**src/rtl/rx_buffer_ctrl_if.sv**
```systemverilog
`default_nettype none
// ============================================================================
//  Module      : rx_buffer_ctrl_if
//  Description : Signal bundle between the UART receiver, the receive buffer
//                controller and the byte consumer.
//                Receiver side : rx_rdy, rx_ferr, rx_data
//                Consumer side : rd_en, clr_ovr -> dout, dout_ferr, empty,
//                                full, count, overrun, err_count, eof
//                slave  : view taken by rx_buffer_ctrl
//                master : view taken by the environment driving it
//  Revision    : 1.0 - initial release
// ============================================================================
interface rx_buffer_ctrl_if #(
    parameter int DEPTH = 16
);
    localparam int c_CW = ((DEPTH > 1) ? $clog2(DEPTH) : 1) + 1;

    logic             rx_rdy;
    logic             rx_ferr;
    logic [7:0]       rx_data;
    logic             rd_en;
    logic             clr_ovr;
    logic [7:0]       dout;
    logic             dout_ferr;
    logic             empty;
    logic             full;
    logic [c_CW-1:0]  count;
    logic             overrun;
    logic [7:0]       err_count;
    logic             eof;

    modport master (
        output rx_rdy, rx_ferr, rx_data, rd_en, clr_ovr,
        input  dout, dout_ferr, empty, full, count, overrun, err_count, eof
    );

    modport slave (
        input  rx_rdy, rx_ferr, rx_data, rd_en, clr_ovr,
        output dout, dout_ferr, empty, full, count, overrun, err_count, eof
    );
endinterface
`default_nettype wire

```
**src/rtl/rx_buffer_ctrl.sv**
```systemverilog
`default_nettype none
// ============================================================================
//  Module      : rx_buffer_ctrl
//  Description : Receive-side buffer controller. Captures every byte from the
//                UART receiver (one capture per rx_rdy rising edge) together
//                with its framing-error flag into a first-word-fall-through
//                FIFO, applies the framing-error drop policy, keeps sticky
//                overrun and saturating error statistics, and emits a
//                one-cycle eof pulse once the line has been idle for
//                IDLE_BYTES byte times after the last byte.
//  Ports       : clk   - system clock
//                reset - synchronous active-high reset
//                bus   - rx_buffer_ctrl_if.slave (receiver + consumer side)
//  Revision    : 1.0 - initial release
// ============================================================================
module rx_buffer_ctrl #(
    parameter int DEPTH      = 16,
    parameter int CLK_FREQ   = 100_000_000,
    parameter int BAUD       = 9600,
    parameter int IDLE_BYTES = 2,
    parameter int DROP_FERR  = 0
) (
    input  wire logic       clk,
    input  wire logic       reset,
    rx_buffer_ctrl_if.slave bus
);

    // ------------------------------------------------------------------------
    // Derived constants
    // ------------------------------------------------------------------------
    localparam int     c_AW = (DEPTH > 1) ? $clog2(DEPTH) : 1;
    localparam int     c_CW = c_AW + 1;

    // Computed in 64 bits: IDLE_BYTES*10*CLK_FREQ overflows 32 bits easily.
    localparam longint c_IDLE_CYCLES =
        (longint'(IDLE_BYTES) * 64'sd10 * longint'(CLK_FREQ)) / longint'(BAUD);
    localparam int     c_IDLE_W = (c_IDLE_CYCLES > 2) ? $clog2(c_IDLE_CYCLES) : 1;

    localparam logic [c_IDLE_W-1:0] c_IDLE_LAST = c_IDLE_W'(c_IDLE_CYCLES - 1);
    localparam logic [c_CW-1:0]     c_FULL_CNT  = c_CW'(DEPTH);

    localparam logic [0:0] S_IDLE  = 1'b0;
    localparam logic [0:0] S_ARMED = 1'b1;

    // ------------------------------------------------------------------------
    // Declarations
    // ------------------------------------------------------------------------
    logic                r_rdy_q;
    logic                w_ev;
    logic                w_wr;
    logic                w_rd;
    logic                w_wr_ok;
    logic                w_ovr_set;
    logic                w_empty;
    logic                w_full;

    logic [8:0]          r_mem [DEPTH];
    logic [8:0]          w_head;
    logic [c_AW-1:0]     r_wr_ptr;
    logic [c_AW-1:0]     r_rd_ptr;
    logic [c_CW-1:0]     r_count;
    logic                r_overrun;
    logic [7:0]          r_err_count;

    logic [0:0]          r_state;
    logic [0:0]          w_state_nxt;
    logic [c_IDLE_W-1:0] r_idle_cnt;
    logic [c_IDLE_W-1:0] w_idle_cnt_nxt;
    logic                w_eof_set;
    logic                r_eof;

    // ------------------------------------------------------------------------
    // Receiver event detect. The edge register is loaded even during reset so
    // that a rx_rdy level already high at reset release is not taken as a
    // new byte.
    // ------------------------------------------------------------------------
    always_ff @(posedge clk) begin
        r_rdy_q <= bus.rx_rdy;
    end

    assign w_ev = bus.rx_rdy & ~r_rdy_q;

    // Framing-error policy: dropped bytes still count as line activity (w_ev)
    // for the idle timer, they simply never reach the FIFO.
    generate
        if (DROP_FERR != 0) begin : g_drop_ferr
            assign w_wr = w_ev & ~bus.rx_ferr;
        end else begin : g_keep_ferr
            assign w_wr = w_ev;
        end
    endgenerate

    // ------------------------------------------------------------------------
    // FIFO control
    // ------------------------------------------------------------------------
    assign w_empty   = (r_count == '0);
    assign w_full    = (r_count == c_FULL_CNT);
    assign w_rd      = bus.rd_en & ~w_empty;
    // When full, a simultaneous pop frees the head slot, which is exactly the
    // slot the write pointer addresses, so the write may proceed.
    assign w_wr_ok   = w_wr & (~w_full | w_rd);
    assign w_ovr_set = w_wr & w_full & ~w_rd;

    always_ff @(posedge clk) begin
        if (reset) begin
            r_wr_ptr <= '0;
            r_rd_ptr <= '0;
            r_count  <= '0;
        end else begin
            if (w_wr_ok) begin
                r_wr_ptr <= r_wr_ptr + c_AW'(1);
            end
            if (w_rd) begin
                r_rd_ptr <= r_rd_ptr + c_AW'(1);
            end
            case ({w_wr_ok, w_rd})
                2'b10:   r_count <= r_count + c_CW'(1);
                2'b01:   r_count <= r_count - c_CW'(1);
                default: r_count <= r_count;
            endcase
        end
    end

    // Storage is not reset; the head is masked whenever the FIFO is empty.
    always_ff @(posedge clk) begin
        if (w_wr_ok) begin
            r_mem[r_wr_ptr] <= {bus.rx_ferr, bus.rx_data};
        end
    end

    assign w_head = r_mem[r_rd_ptr];

    // ------------------------------------------------------------------------
    // Statistics
    // ------------------------------------------------------------------------
    always_ff @(posedge clk) begin
        if (reset) begin
            r_overrun   <= 1'b0;
            r_err_count <= 8'h00;
        end else begin
            // A fresh overrun takes priority over a clear in the same cycle.
            if (w_ovr_set) begin
                r_overrun <= 1'b1;
            end else if (bus.clr_ovr) begin
                r_overrun <= 1'b0;
            end
            if (w_ev && bus.rx_ferr && (r_err_count != 8'hFF)) begin
                r_err_count <= r_err_count + 8'h01;
            end
        end
    end

    // ------------------------------------------------------------------------
    // Idle / end-of-burst FSM: state register
    // ------------------------------------------------------------------------
    always_ff @(posedge clk) begin
        if (reset) begin
            r_state    <= S_IDLE;
            r_idle_cnt <= '0;
            r_eof      <= 1'b0;
        end else begin
            r_state    <= w_state_nxt;
            r_idle_cnt <= w_idle_cnt_nxt;
            r_eof      <= w_eof_set;
        end
    end

    // Next-state logic: the counter runs only while ARMED and any byte event
    // restarts it, including one landing on the terminal count.
    always_comb begin
        w_state_nxt    = r_state;
        w_idle_cnt_nxt = r_idle_cnt;
        case (r_state)
            S_IDLE: begin
                if (w_ev) begin
                    w_state_nxt    = S_ARMED;
                    w_idle_cnt_nxt = '0;
                end
            end
            S_ARMED: begin
                if (w_ev) begin
                    w_idle_cnt_nxt = '0;
                end else if (r_idle_cnt == c_IDLE_LAST) begin
                    w_state_nxt    = S_IDLE;
                    w_idle_cnt_nxt = '0;
                end else begin
                    w_idle_cnt_nxt = r_idle_cnt + c_IDLE_W'(1);
                end
            end
            default: begin
                w_state_nxt    = S_IDLE;
                w_idle_cnt_nxt = '0;
            end
        endcase
    end

    // Output logic: request the eof pulse on the terminal idle count; it is
    // registered, so eof appears IDLE_CYCLES clocks after the last event.
    always_comb begin
        w_eof_set = 1'b0;
        if ((r_state == S_ARMED) && !w_ev && (r_idle_cnt == c_IDLE_LAST)) begin
            w_eof_set = 1'b1;
        end
    end

    // ------------------------------------------------------------------------
    // Outputs
    // ------------------------------------------------------------------------
    assign bus.dout      = w_empty ? 8'h00 : w_head[7:0];
    assign bus.dout_ferr = ~w_empty & w_head[8];
    assign bus.empty     = w_empty;
    assign bus.full      = w_full;
    assign bus.count     = r_count;
    assign bus.overrun   = r_overrun;
    assign bus.err_count = r_err_count;
    assign bus.eof       = r_eof;

endmodule
`default_nettype wire

```
**src/flat_wrapper.sv**
```systemverilog
// flat-port wrapper written by rule: the top's interface ports become plain ports
module rx_buffer_ctrl_flat 
#(
    parameter int DEPTH      = 16,
    parameter int CLK_FREQ   = 100_000_000,
    parameter int BAUD       = 9600,
    parameter int IDLE_BYTES = 2,
    parameter int DROP_FERR  = 0
)
  (clk, reset, bus_rx_rdy, bus_rx_ferr, bus_rx_data, bus_rd_en, bus_clr_ovr, bus_dout, bus_dout_ferr, bus_empty, bus_full, bus_count, bus_overrun, bus_err_count, bus_eof);
  rx_buffer_ctrl_if #(.DEPTH(DEPTH)) bus_i ();
  input  wire logic clk;
  input  wire logic reset;
  input wire logic [$bits(bus_i.rx_rdy)-1:0] bus_rx_rdy;
  input wire logic [$bits(bus_i.rx_ferr)-1:0] bus_rx_ferr;
  input wire logic [$bits(bus_i.rx_data)-1:0] bus_rx_data;
  input wire logic [$bits(bus_i.rd_en)-1:0] bus_rd_en;
  input wire logic [$bits(bus_i.clr_ovr)-1:0] bus_clr_ovr;
  output wire logic [$bits(bus_i.dout)-1:0] bus_dout;
  output wire logic [$bits(bus_i.dout_ferr)-1:0] bus_dout_ferr;
  output wire logic [$bits(bus_i.empty)-1:0] bus_empty;
  output wire logic [$bits(bus_i.full)-1:0] bus_full;
  output wire logic [$bits(bus_i.count)-1:0] bus_count;
  output wire logic [$bits(bus_i.overrun)-1:0] bus_overrun;
  output wire logic [$bits(bus_i.err_count)-1:0] bus_err_count;
  output wire logic [$bits(bus_i.eof)-1:0] bus_eof;
  assign bus_i.rx_rdy = bus_rx_rdy;
  assign bus_i.rx_ferr = bus_rx_ferr;
  assign bus_i.rx_data = bus_rx_data;
  assign bus_i.rd_en = bus_rd_en;
  assign bus_i.clr_ovr = bus_clr_ovr;
  assign bus_dout = bus_i.dout;
  assign bus_dout_ferr = bus_i.dout_ferr;
  assign bus_empty = bus_i.empty;
  assign bus_full = bus_i.full;
  assign bus_count = bus_i.count;
  assign bus_overrun = bus_i.overrun;
  assign bus_err_count = bus_i.err_count;
  assign bus_eof = bus_i.eof;
  rx_buffer_ctrl #(.DEPTH(DEPTH), .CLK_FREQ(CLK_FREQ), .BAUD(BAUD), .IDLE_BYTES(IDLE_BYTES), .DROP_FERR(DROP_FERR)) u_core (.clk(clk), .reset(reset), .bus(bus_i));
endmodule
```
**config.mk**
```make
export PLATFORM = sky130hd
export DESIGN_NAME = rx_buffer_ctrl_flat
export DESIGN_NICKNAME = d
export VERILOG_FILES = /design/src/rtl/rx_buffer_ctrl_if.sv /design/src/rtl/rx_buffer_ctrl.sv /design/src/flat_wrapper.sv
export SDC_FILE = /design/constraint.sdc
export NUM_CORES = 1
export LEC_CHECK = 0
export ABC_AREA = 0
export CORE_UTILIZATION = 35
export DETAILED_ROUTE_END_ITERATION = 7
export DONT_BUFFER_PORTS = 1
export PLACE_DENSITY_LB_ADDON = 0.25
export SYNTH_ARGS = -nofsm -noshare
export SYNTH_HDL_FRONTEND = slang
export SYNTH_SLANG_ARGS = --single-unit
export TNS_END_PERCENT = 50
```
**constraint.sdc**
```tcl
create_clock -name clk -period 3.44 [get_ports clk]
set_input_delay 0.688 -clock clk [delete_from_list [all_inputs] [get_ports clk]]
set_output_delay 0.688 -clock clk [all_outputs]
set_load 0.005 [all_outputs]
```
==> summary.txt <==
Clock power frac: 35.2%
Seq/Total Area, Yosys: 66.8%
CTS H-tree depth: 4
# port buffers: 0
vias in the first global route: 4441
Setup crit start kind: register
failing checks: design-rule violations
clock tree sinks: 191
ANT nets after route: 0
EDFF count, synth: 144
Seq. cell area: 5270 um^2
Layout fillers: 1982
Synth warnings: 0
Crit-path slowest cell: nand2b_1
synthesized cell area: 7890 um^2
fin crit share: 89.6%
mean post-synth cell area: 15.0 um^2
clk_lat worst skew: 0.43 ns
Final Hold Viols: 0
Layout Cells excl Fill: 826
asr flop ratio synth: 0%
Routed wire per std cell: 20.0 um
Yosys cell types: 49
crit path buf inv count: 0
status: complete, but fails checks
Tmin final: 3.08 ns
hold crit path type: in -> reg
drt first pass iters: 7
Sw Share: 27.0%
fin area: 8860 um^2
placed cells: 794
Remaining Overflow, GRT: 0
CTS tree: built
Die W: 152 um
Initial Util: 35.9%
Die Height: 152 um
MaxCap Viol Count: 0
Leak: 2.76 nW
Worst setup EP type: primary output
setup TNS: 0 ns
VDD IR-drop max: 0.000379 V
Placer Congestion: 0.840
slowest cell delay on critical path: 0.51 ns
final WL: 16500 um
vias per std cell: 5.31
Starting DRT DRC Count: 290
Die ar.: 23100 um^2
area delta synth->final: 12.3%
sequential power share: 47.4%
CTS Hold Buffers Added: 0
max frequency: 324 MHz
r2r setup slk: 0.79 ns
Num CTS Buffers: 17
final setup fails: 0
Critical Path RT: 2.75 ns
P_sw: 1.50 mW
Inserted Diodes: 0
synthesized netlist cell count: 525
Ports: 40
Main synth FF type: edfxtp_1
largest net degree at the start of global routing: 37
Post-DP Area: 8280 um^2
CP max FO: 9
combinational share of power: 17.5%
initial antenna violation count: 0
clock slew at reported path FFs: 0.07 ns
Final Net Count: 557
row count: 54
#FFs+latches synth: 191
Arr. time, crit path: 2.40 ns
Worst Max-Slew Pin Slew: 0.818 ns
area of the multi-input gates: 2470 um^2
WS Path Type: reg -> out
first-pass GRT wire length: 26200 um
post-CTS sizing: 0
CTS Buffer Depth: 2
CTS Root Cell: clkbuf_16
Pint: 4.06 mW
vias: 4387
RSZ-0062 raised after global routing: false
cell mode on critical path: nand2b_1
Pins Over Slew Limit: 0
Slew headroom: 44.9%
clk_skew: 0.0116 ns
drt drc: 6
Largest delay share family, worst path: simple AND/OR/NAND/NOR gates
CP cell instances: nor4_1 > nand2b_1 > nand2b_1 > o22ai_1
worst hold margin: 0.292 ns
core area: 22000 um^2
Post-CTS Setup Bufs: 0
Synth Net Count: 549
post-DP HPWL: 10200 um
overall routing resource usage: 15.1%
Pwr Density: 628 nW/um^2
layout cells sized above 1: 16.8%
-- flip-flops by register name, indices dropped and copies added (netlist names), 4 cells and up, named ones only --
signal,flops
u_core.r_rd_ptr,4
u_core.r_wr_ptr,4
u_core.r_idle_cnt,18
u_core.r_mem,144
u_core.bus.count,5
u_core.bus.err_count,8
-- final timing paths --
path	from	cells after the start	endpoint
hold / removal	bus_rx_rdy	0	u_core.r_rdy_q
hold reg to reg	u_core.r_rd_ptr[3]	2	u_core.r_rd_ptr[3]
setup reg to reg	u_core.bus.count[1]	8	u_core.bus.count[4]
setup / recovery	u_core.bus.count[1]	4	bus_dout[7]
-- Yosys cell counts (8+ instances only) --
cell	count	area (um^2)
a21oi_1	15	75.1
ha_1	10	125
dfxtp_1	47	941
nor3_1	13	65.1
o22ai_1	9	56.3
o21ai_0	12	60.1
nand2_1	31	116
edfxtp_1	144	4320
mux4_2	36	811
nor2_1	35	131
mux2i_1	23	230
nand3_1	16	80.1
or3_1	8	50.1
clkbuf_1	15	56.3
inv_1	15	56.3
xor2_1	10	87.6
nor4_1	10	62.6
-- final cells by class --
| type | instances | area share, % |
|---|---|---|
| Tap cell | 280 | 3.95 |
| Timing Repair Buffer | 16 | 1.50 |
| Inverter | 15 | 0.636 |
| Sequential cell | 191 | 59.4 |
| Clock buffer | 18 | 4.84 |
| Clock inverter | 14 | 1.74 |
| Multi-Input combinational cell | 292 | 27.9 |
-- worst register-to-register path, stage by stage, from the launching register on --
cell	delay [ns]
dfxtp_1	0.41
or4_4	0.58
o211a_1	0.28
xor2_1	0.16
ha_1	0.24
o31a_2	0.30
nor4_1	0.31
nor4_1	0.10
nor3_1	0.18
-- cell families after synthesis --
group	count (synthesis)	share of synthesized area, %
and+or+nand+nor	148	9.73
xor gates and xnor gates	17	1.89
DFF	191	66.8
muxes	59	13.2
buffers and inverters	42	2.22
adders and majority gates	10	1.59
AOI/OAI and AO/OA	58	4.62
-- stage by stage --
stage | util, % | worst slack [ns] | total power, mW
after floorplan | - | 0.958 | 3.43
after global placement | 37.7 | 0.760 | 3.66
after detailed placement | 37.7 | 0.770 | 3.68
after CTS | 40.3 | 0.289 | 5.64
after global routing | 40.3 | 0.160 | 5.82
final | 40.3 | 0.357 | 5.57
-- layer usage --
metal	share of wire, %	vias up	global-route usage, %
met5	0	-	0
met4	0.57	0	3.21
met3	5.2	7	4.42
met2	49	106	24.6
met1	46	2225	20.0
li1	-	2049	-
-- placed cells by master, fill, tap and decap left out, types with 3 or more instances in the layout --
| master | count |
|---|---|
| and2_1 | 6 |
| xnor2_1 | 7 |
| nand3_1 | 16 |
| buf_4 | 15 |
| and3_1 | 4 |
| or3_1 | 8 |
| nor4_2 | 4 |
| nor4_1 | 6 |
| nor2_1 | 35 |
| a31oi_1 | 7 |
| edfxtp_1 | 144 |
| ha_1 | 10 |
| inv_6 | 3 |
| mux2i_1 | 23 |
| inv_1 | 15 |
| o22ai_1 | 9 |
| xor2_1 | 10 |
| nor3_1 | 13 |
| clkbuf_16 | 17 |
| a21oi_1 | 15 |
| and4_1 | 3 |
| nand2b_1 | 5 |
| mux4_2 | 36 |
| clkinvlp_4 | 3 |
| o21ai_0 | 12 |
| a32oi_1 | 3 |
| nand2_1 | 31 |
| dfxtp_1 | 46 |
| nand4_1 | 7 |
-- power groups by stage --
stage / sequential (mW) / combinational, mW / clock (mW)
2_1_floorplan: 2.63 / 0.802 / 0
6_report: 2.64 / 0.971 / 1.96
3_3_place_gp: 2.68 / 0.977 / 0
4_1_cts: 2.64 / 0.992 / 2.01
3_5_place_dp: 2.69 / 0.989 / 0
5_1_grt: 2.65 / 1.07 / 2.10
No activity file was read; power rests on OpenSTA's default activity.
